$ cat config.mk
export PLATFORM = sky130hd
export DESIGN_NAME = elec_config_sequencer
export DESIGN_NICKNAME = d
export VERILOG_FILES = /design/src/rtl/elec_config_sequencer.sv
export SDC_FILE = /design/constraint.sdc
export NUM_CORES = 1
export LEC_CHECK = 0
export ABC_CLOCK_PERIOD_IN_PS = 2100
export BUFFER_PORTS_ARGS = -buffer_cell sky130_fd_sc_hd__buf_2
export CAP_MARGIN = 20
export CORE_MARGIN = 2
export CORE_UTILIZATION = 52
export CTS_CLUSTER_DIAMETER = 120
export DETAILED_ROUTE_END_ITERATION = 10
export PLACE_DENSITY = 0.85
export SYNTH_ARGS = -nofsm -noshare
export SYNTH_HDL_FRONTEND = slang
export SYNTH_SLANG_ARGS = --single-unit
$ cat constraint.sdc
create_clock -name clk -period 2.1 [get_ports clk]
set_clock_uncertainty 0.05 [all_clocks]
set_input_delay 0.105 -clock clk [delete_from_list [all_inputs] [get_ports clk]]
set_output_delay 0.105 -clock clk [all_outputs]
set_load 0.01 [all_outputs]
$ cat src/rtl/elec_config_sequencer.sv
// Electrode configuration sequencer: turns SPI word writes into cache write strobes,
// rotates the configuration cache into the electrode shift chain and counts readback mismatches.
module elec_config_sequencer #(
  parameter int SPI_ADDR_LEN = 6,
  parameter int SPI_DATA_LEN = 16,
  parameter int CHAIN_LEN    = 1024,
  parameter int CNT_W        = 11
) (
  input  logic                    clk,
  input  logic                    rst_n,
  input  logic                    cfg_wr_req,
  input  logic [SPI_ADDR_LEN-1:0] cfg_wr_addr,
  input  logic [SPI_DATA_LEN-1:0] cfg_wr_data,
  output logic                    cfg_wr_ack,
  input  logic                    load_req,
  input  logic                    verify_req,
  input  logic                    cache_bit,
  input  logic                    elec_sdo,
  output logic                    write_cache_en,
  output logic [SPI_ADDR_LEN-1:0] cache_addr,
  output logic [SPI_DATA_LEN-1:0] cache_data,
  output logic [3:0]              cache_state,
  output logic                    elec_sdi,
  output logic                    elec_shift,
  output logic                    elec_latch,
  output logic                    busy,
  output logic                    done,
  output logic [CNT_W-1:0]        err_count,
  output logic                    verify_err
);

  // State encoding doubles as the cache state code.
  typedef enum logic [3:0] {
    IDLE   = 4'b0000,
    LOAD   = 4'b0010,
    VERIFY = 4'b0100,
    LATCH  = 4'b0001,
    DONE   = 4'b1000
  } state_t;

  localparam logic [CNT_W-1:0] LAST_BIT = CNT_W'(CHAIN_LEN - 1);
  localparam logic [CNT_W-1:0] ERR_MAX  = CNT_W'(CHAIN_LEN);

  state_t                  state_reg, state_next;
  logic [CNT_W-1:0]        bit_cnt_reg, bit_cnt_next;
  logic [CNT_W-1:0]        err_cnt_reg, err_cnt_next;
  logic                    load_pend_reg, load_pend_next;
  logic                    verify_pend_reg, verify_pend_next;
  logic                    op_verify_reg, op_verify_next;
  logic                    verify_err_reg, verify_err_next;
  logic                    wr_stb_reg, wr_stb_next;
  logic [SPI_ADDR_LEN-1:0] addr_reg, addr_next;
  logic [SPI_DATA_LEN-1:0] data_reg, data_next;
  logic                    load_any, verify_any;

  always_ff @(posedge clk or negedge rst_n) begin
    if (!rst_n) begin
      state_reg       <= IDLE;
      bit_cnt_reg     <= '0;
      err_cnt_reg     <= '0;
      load_pend_reg   <= 1'b0;
      verify_pend_reg <= 1'b0;
      op_verify_reg   <= 1'b0;
      verify_err_reg  <= 1'b0;
      wr_stb_reg      <= 1'b0;
      addr_reg        <= '0;
      data_reg        <= '0;
    end else begin
      state_reg       <= state_next;
      bit_cnt_reg     <= bit_cnt_next;
      err_cnt_reg     <= err_cnt_next;
      load_pend_reg   <= load_pend_next;
      verify_pend_reg <= verify_pend_next;
      op_verify_reg   <= op_verify_next;
      verify_err_reg  <= verify_err_next;
      wr_stb_reg      <= wr_stb_next;
      addr_reg        <= addr_next;
      data_reg        <= data_next;
    end
  end

  always_comb begin
    state_next       = state_reg;
    bit_cnt_next     = bit_cnt_reg;
    err_cnt_next     = err_cnt_reg;
    load_any         = load_req | load_pend_reg;
    verify_any       = verify_req | verify_pend_reg;
    load_pend_next   = load_any;
    verify_pend_next = verify_any;
    op_verify_next   = op_verify_reg;
    verify_err_next  = verify_err_reg;
    wr_stb_next      = 1'b0;
    addr_next        = addr_reg;
    data_next        = data_reg;

    case (state_reg)
      IDLE: begin
        // A held request is acknowledged once; the ack cycle itself blocks re-acceptance.
        if (cfg_wr_req && !wr_stb_reg) begin
          wr_stb_next = 1'b1;
          addr_next   = cfg_wr_addr;
          data_next   = cfg_wr_data;
        end else if ((load_any || verify_any) && !cfg_wr_req && !wr_stb_reg) begin
          bit_cnt_next = '0;
          if (load_any) begin
            state_next     = LOAD;
            load_pend_next = 1'b0;
            op_verify_next = 1'b0;
          end else begin
            state_next       = VERIFY;
            verify_pend_next = 1'b0;
            op_verify_next   = 1'b1;
            err_cnt_next     = '0;
          end
        end
      end
      LOAD: begin
        bit_cnt_next = bit_cnt_reg + 1'b1;
        if (bit_cnt_reg == LAST_BIT) state_next = LATCH;
      end
      VERIFY: begin
        bit_cnt_next = bit_cnt_reg + 1'b1;
        if ((elec_sdo != cache_bit) && (err_cnt_reg != ERR_MAX))
          err_cnt_next = err_cnt_reg + 1'b1;
        if (bit_cnt_reg == LAST_BIT) state_next = DONE;
      end
      LATCH: state_next = DONE;
      DONE: begin
        if (op_verify_reg) verify_err_next = (err_cnt_reg != '0);
        state_next = IDLE;
      end
      default: state_next = IDLE;
    endcase
  end

  assign cache_state    = state_reg;
  assign elec_shift     = (state_reg == LOAD) || (state_reg == VERIFY);
  assign elec_sdi       = elec_shift & cache_bit;
  assign elec_latch     = (state_reg == LATCH);
  assign done           = (state_reg == DONE);
  assign busy           = (state_reg != IDLE);
  assign write_cache_en = wr_stb_reg;
  assign cfg_wr_ack     = wr_stb_reg;
  assign cache_addr     = addr_reg;
  assign cache_data     = data_reg;
  assign err_count      = err_cnt_reg;
  assign verify_err     = verify_err_reg;

endmodule

Word-level counts from Yosys, hierarchy flattened

Cells that the tools add are included.

Register bits after elaboration: 53
Output and inout bits: 45
Word-level logic and storage cells: 73
Bits of input ports: 29

$add $sub $neg: 2
Bitwise logic cells: 4
Muxes and demuxes: 24
Equal/unequal tests: 13
Reduce and logical (&&, ||, !) cells: 20

Operator list:

| cell                                                   | number |
|---|---|
| two-way mux 11 bit                                     | 6 |
| one-hot mux 11 bit (2 select lines)                    | 2 |
| adder 11 x 1 -> 11 bit (second input constant)         | 2 |
| two-way mux 4 bit                                      | 4 |
| one-hot mux 4 bit (4 select lines)                     | 1 |
| inequality test 2 bit (second input constant)          | 6 |
| equality test 11 x 10 -> 1 bit (second input constant) | 1 |
| inequality test 11 bit (second input constant)         | 1 |
| nonzero test 11 bit                                    | 1 |
| two-way mux 1 bit                                      | 10 |
| AND reduction 3 bit                                    | 2 |
| AND reduction 5 bit                                    | 1 |
| equality test 4 x 1 -> 1 bit (second input constant)   | 1 |
| equality test 4 x 2 -> 1 bit (second input constant)   | 1 |
| equality test 4 x 3 -> 1 bit (second input constant)   | 1 |
| equality test 4 bit (second input constant)            | 1 |
| logical AND 1 bit                                      | 4 |
| zero test 4 bit                                        | 1 |
| AND reduction 2 bit                                    | 2 |
| AND reduction 4 bit                                    | 1 |
| nonzero test 2 bit                                     | 2 |
| nonzero test 4 bit                                     | 1 |
| two-way mux 3 bit                                      | 1 |
| zero test 1 bit                                        | 2 |
| 6 further kinds                                        | 8 |

Logic depth before layout (Yosys ltp)

Depth in word-level cells: 7
Gate-level depth with buffers: 6
Gate-level depth less buffers: 6

Worst setup path before layout

OpenSTA, ideal clock, no wires.

Path kind: register to register
From: register state_reg[3] (netlist: cache_state[3])
To: register data_reg[10] (netlist: cache_data[10])
Data arrival time: 1.783 ns
Stages on the path, launching flop included: 7
Slack: 0.142 ns
Clock period less this slack: 1.958 ns
Setup time: 0.125 ns
Path buffers: 2
Data required time: 1.925 ns
Cell sequence: dfrtp_1 buf_6 or4_4 nor2_2 nand2_2 buf_6 mux2_4

Longest elaborated chain between the ends: 2

Ends and longest elaborated chain:

| what                          | line | text |
|---|---|---|
| from (decl)                   | 44   | `state_t state_reg, state_next;` |
| from (signal assigned)        | 69   | `state_reg <= state_next;` |
| zero test 4 bit               | 96   | `case (state_reg)` |
| AND reduction 2 bit (no line) | -    |  |
| to (signal assigned)          | 78   | `data_reg <= data_next;` |
| to (decl)                     | 53   | `logic [SPI_DATA_LEN-1:0] data_reg, data_next;` |

No other way between the ends.
A chain may end at the register's enable or synchronous reset.

Worst setup path in the final report

From: register err_cnt_reg[1] (netlist: err_count[1])
To: register err_cnt_reg[1] (netlist: err_count[1])

Longest elaborated chain between the ends: 4
Elaborated cells between the ends (all ways): 7
Classes of those cells: add/sub: 1; eq/ne: 2; mux: 2; reduce/logical: 2

Ends and longest elaborated chain:

| what                                                           | line | text |
|---|---|---|
| from (decl)                                                    | 46   | `logic [CNT_W-1:0] err_cnt_reg, err_cnt_next;` |
| from (signal assigned)                                         | 71   | `err_cnt_reg <= err_cnt_next;` |
| branches (longest 4 deep; another with adder 11 x 1 -> 11 bit) | -    |  |

Several ways; the timed one is not identified. The select of a mux whose other input is x is not followed.

==> key figures <==
Global route
  • Vias in the first global route: 2111
  • Initial antenna violation count: 0
  • First-pass GRT wire length: 10000 microns
  • Largest net degree at the start of global routing: 34
  • Overall Global Routing Usage: 0.241
  • Gr ovfl total: 0

Finish
  • Seq. cell area: 0.00133 sq mm
  • Final Net Count: 363
  • Ratio of cells with drive above 1 in the final layout: 0.389
  • Fillcell total: 328
  • Footprint of the multi-input gates: 0.00121 sq mm
  • Synth-to-Final Area Change: 33.1%
  • Max reg flops: 16
  • Final core utilization: 0.730
  • Diode count: 0

STA
  • Final worst-path setup slack: -34.2 ps
  • Period utilization: 1.02
  • Worst-margin pin slew: 537 ps
  • Max Freq: 469 MHz
  • Relative slew margins: 0.639
  • # setup viols final: 10
  • Setup_tns: -126 ps
  • Post-route minimum period: 2130 ps
  • Max-slew violation count: 0
  • Final hold vios: 0

Yosys
  • EDFF count, synth: 0
  • Warnings, synthesis: 0
  • Post-Syn Area: 0.00263 sq mm
  • Post-synthesis sequential area ratio: 0.505
  • Post-Syn Area per Cell: 11.8 sq um
  • Area leader, netlist: dfrtp_1
  • Post-synthesis register bit count: 53
  • Ranking of synthesized cells by area: dfrtp_1, mux2_4, o31ai_1
  • Main synth FF type: dfrtp_1
  • Yosys cell types: 51
  • Syn nets: 255
  • Synthesized instance count: 223
  • Async SR Flop Fraction: 1.00
  • Top-area cell type share of the netlist area: 0.505

Outcome
  • Status: finished, violations left
  • Violated checks: negative setup slack

Critical path
  • CP endpoint kind: flip-flop
  • Critical Path AT: 2260 ps
  • WS Path Type: flip-flop to flip-flop
  • Crit-path max FO: 10
  • Worst r2r src: err_count[1]$_DFFE_PN0P_
  • CP Launch Point: err_count[1]$_DFFE_PN0P_
  • Worst setup SP type: flip-flop
  • Req. time, crit path: 2230 ps

Pwr
  • Sw power: 1.59 mW
  • Switching share of power: 0.362
  • Clock share of power: 0.160
  • Sequential share of power: 0.362
  • Logic pwr share: 0.477
  • Power Density: 1260 mW/mm^2
  • Worst VDD drop: 0.994 mV
  • Internal power: 2.80 mW
  • LEAKAGE: 1.75 nW

CTS
  • H-Tree Depth: 2
  • Clk buf depth: 2
  • Reg clk slew, reported paths: 100 ps
  • TritonCTS Buffers: 5
  • CTS tree: built
  • CTS Root Cell: clkbuf_8
  • Sink Count: 53
  • Clock Latency Late Sink: 310 ps
  • Setup bufs post-CTS: 0

Floorplan
  • Core Region: 0.00479 sq mm
  • I/O pins: 74
  • Rows: 25
  • Die H: 75.1 microns
  • Width of the die: 75.1 microns
  • Die area: 0.00563 sq mm
  • Initial Util: 0.549

Hold path
  • Hold path start: verify_req
  • Worst hold-check path type: input pin to flip-flop

Routing
  • Detailed-route wire length per cell: 15.5 microns
  • TritonRoute pass-1 iters: 4
  • Post-DR vias/cell: 5.42
  • Drt drc: 0
  • Iter 0 DRT Violations: 220
  • Via count: 2162
  • Drt total wl: 6170 microns
  • Routed Antenna Nets: 0

Placed design
  • Final Wtd Congestion: 0.879
  • Port bufs: 73
  • Dpl hpwl: 4140 microns

Job
  • Max Cap Viol: 0
-- path summary, 6_finish.rpt --
check                                            endpoint  slack [ps]  cells past startpoint
worst max-delay path             err_count[1]$_DFFE_PN0P_         -30                      6
worst min-delay path            verify_pend_reg$_DFF_PN0_          50                      3
worst max register to register   err_count[1]$_DFFE_PN0P_         -30                      6
worst min register to register  cache_addr[4]$_DFFE_PN0P_         460                      1
max in group asynchronous         load_pend_reg$_DFF_PN0_        1380                      3
min in group asynchronous       cache_addr[2]$_DFFE_PN0P_         250                      3
-- repair_timing --
| action | CTS | global route |
|---|---|---|
| hold buffers | 23 | 0 |
| setup endpoints to repair | 0 | 7 |
| gates resized for setup | 0 | 1 |
| hold endpoints to repair | 75 | 0 |
-- cell type report --
class | instances | area share
repair buffers | 113 | 0.211
inverters | 6 | 0.00644
clock buffers | 7 | 0.0247
multi-input cells | 152 | 0.346
flip-flops and latches | 53 | 0.380
well taps | 67 | 0.0240
clock inverters | 1 | 0.00859
-- routing by layer --
layer  vias up  wire [microns]  global-route usage
li1       1034               -                   -
met2        84            3010               0.380
met3        15             416              0.0643
met5         -               0                   0
met4         0             143              0.0893
met1      1029            2600               0.322
-- metrics by stage --
step | hold WS [ps] | setup WS, ps | instances | power [mW] | instance area, sq um
2_1_floorplan | -241 | 142 | 223 | 2.90 | 2630
3_3_place_gp | 40.6 | 179 | 368 | 3.54 | 3140
3_5_place_dp | 55.7 | 98.8 | 368 | 3.62 | 3140
4_1_cts | 33.4 | 66.5 | 399 | 4.37 | 3490
5_1_grt | 82.8 | -88.7 | 399 | 4.67 | 3490
6_report | 46.7 | -34.2 | 399 | 4.39 | 3490
-- cell usage after synthesis (4+ instances only) --
master     n
a21oi_1    6
and3_1     5
buf_2      4
clkbuf_1   4
dfrtp_1   53
inv_1      6
mux2_4    19
nand2_1   10
nand3_1   10
nand4_1    5
nor2_1    16
nor4_1     4
o21ai_0    4
o31ai_1   13
or3_1      4
xor2_1     7
-- kinds of logic after synthesis --
family | count (synthesis) | synth area share
compound gates | 40 | 0.104
flops | 53 | 0.505
simple gates | 76 | 0.176
fa+ha+maj | 3 | 0.0143
mux | 24 | 0.130
buf+inv | 18 | 0.0376
xor+xnor | 9 | 0.0329
-- placed cells by master (no fill, tap or decap), types with 4 or more instances in the layout --
master          n
a21oi_1         6
and3_1          5
buf_2          73
buf_4          16
clkbuf_8        6
dfrtp_1        53
dlygate4sd3_1  23
inv_1           6
mux2_4         19
nand2_1        10
nand3_1        10
nand4_1         5
nor2_1         16
nor4_1          4
o21ai_0         4
o31ai_1        13
or3_1           4
xor2_1          7
-- power groups by stage --
stage	Combinational, mW	Clock, mW	Sequential [mW]
after detailed placement	2.04	0	1.58
after floorplan	1.19	0	1.71
after global routing	2.27	0.771	1.63
final	2.09	0.704	1.59
after CTS	2.07	0.720	1.57
after global placement	1.97	0	1.57
-- critical path, stage by stage (launching register included) --
cell	delay [ps]
dfrtp_1	430
inv_1	100
ha_1	140
or4b_1	470
nor4_1	420
nand3b_4	290
o22ai_1	100
Note: power is estimated with default switching activity, not from simulation.
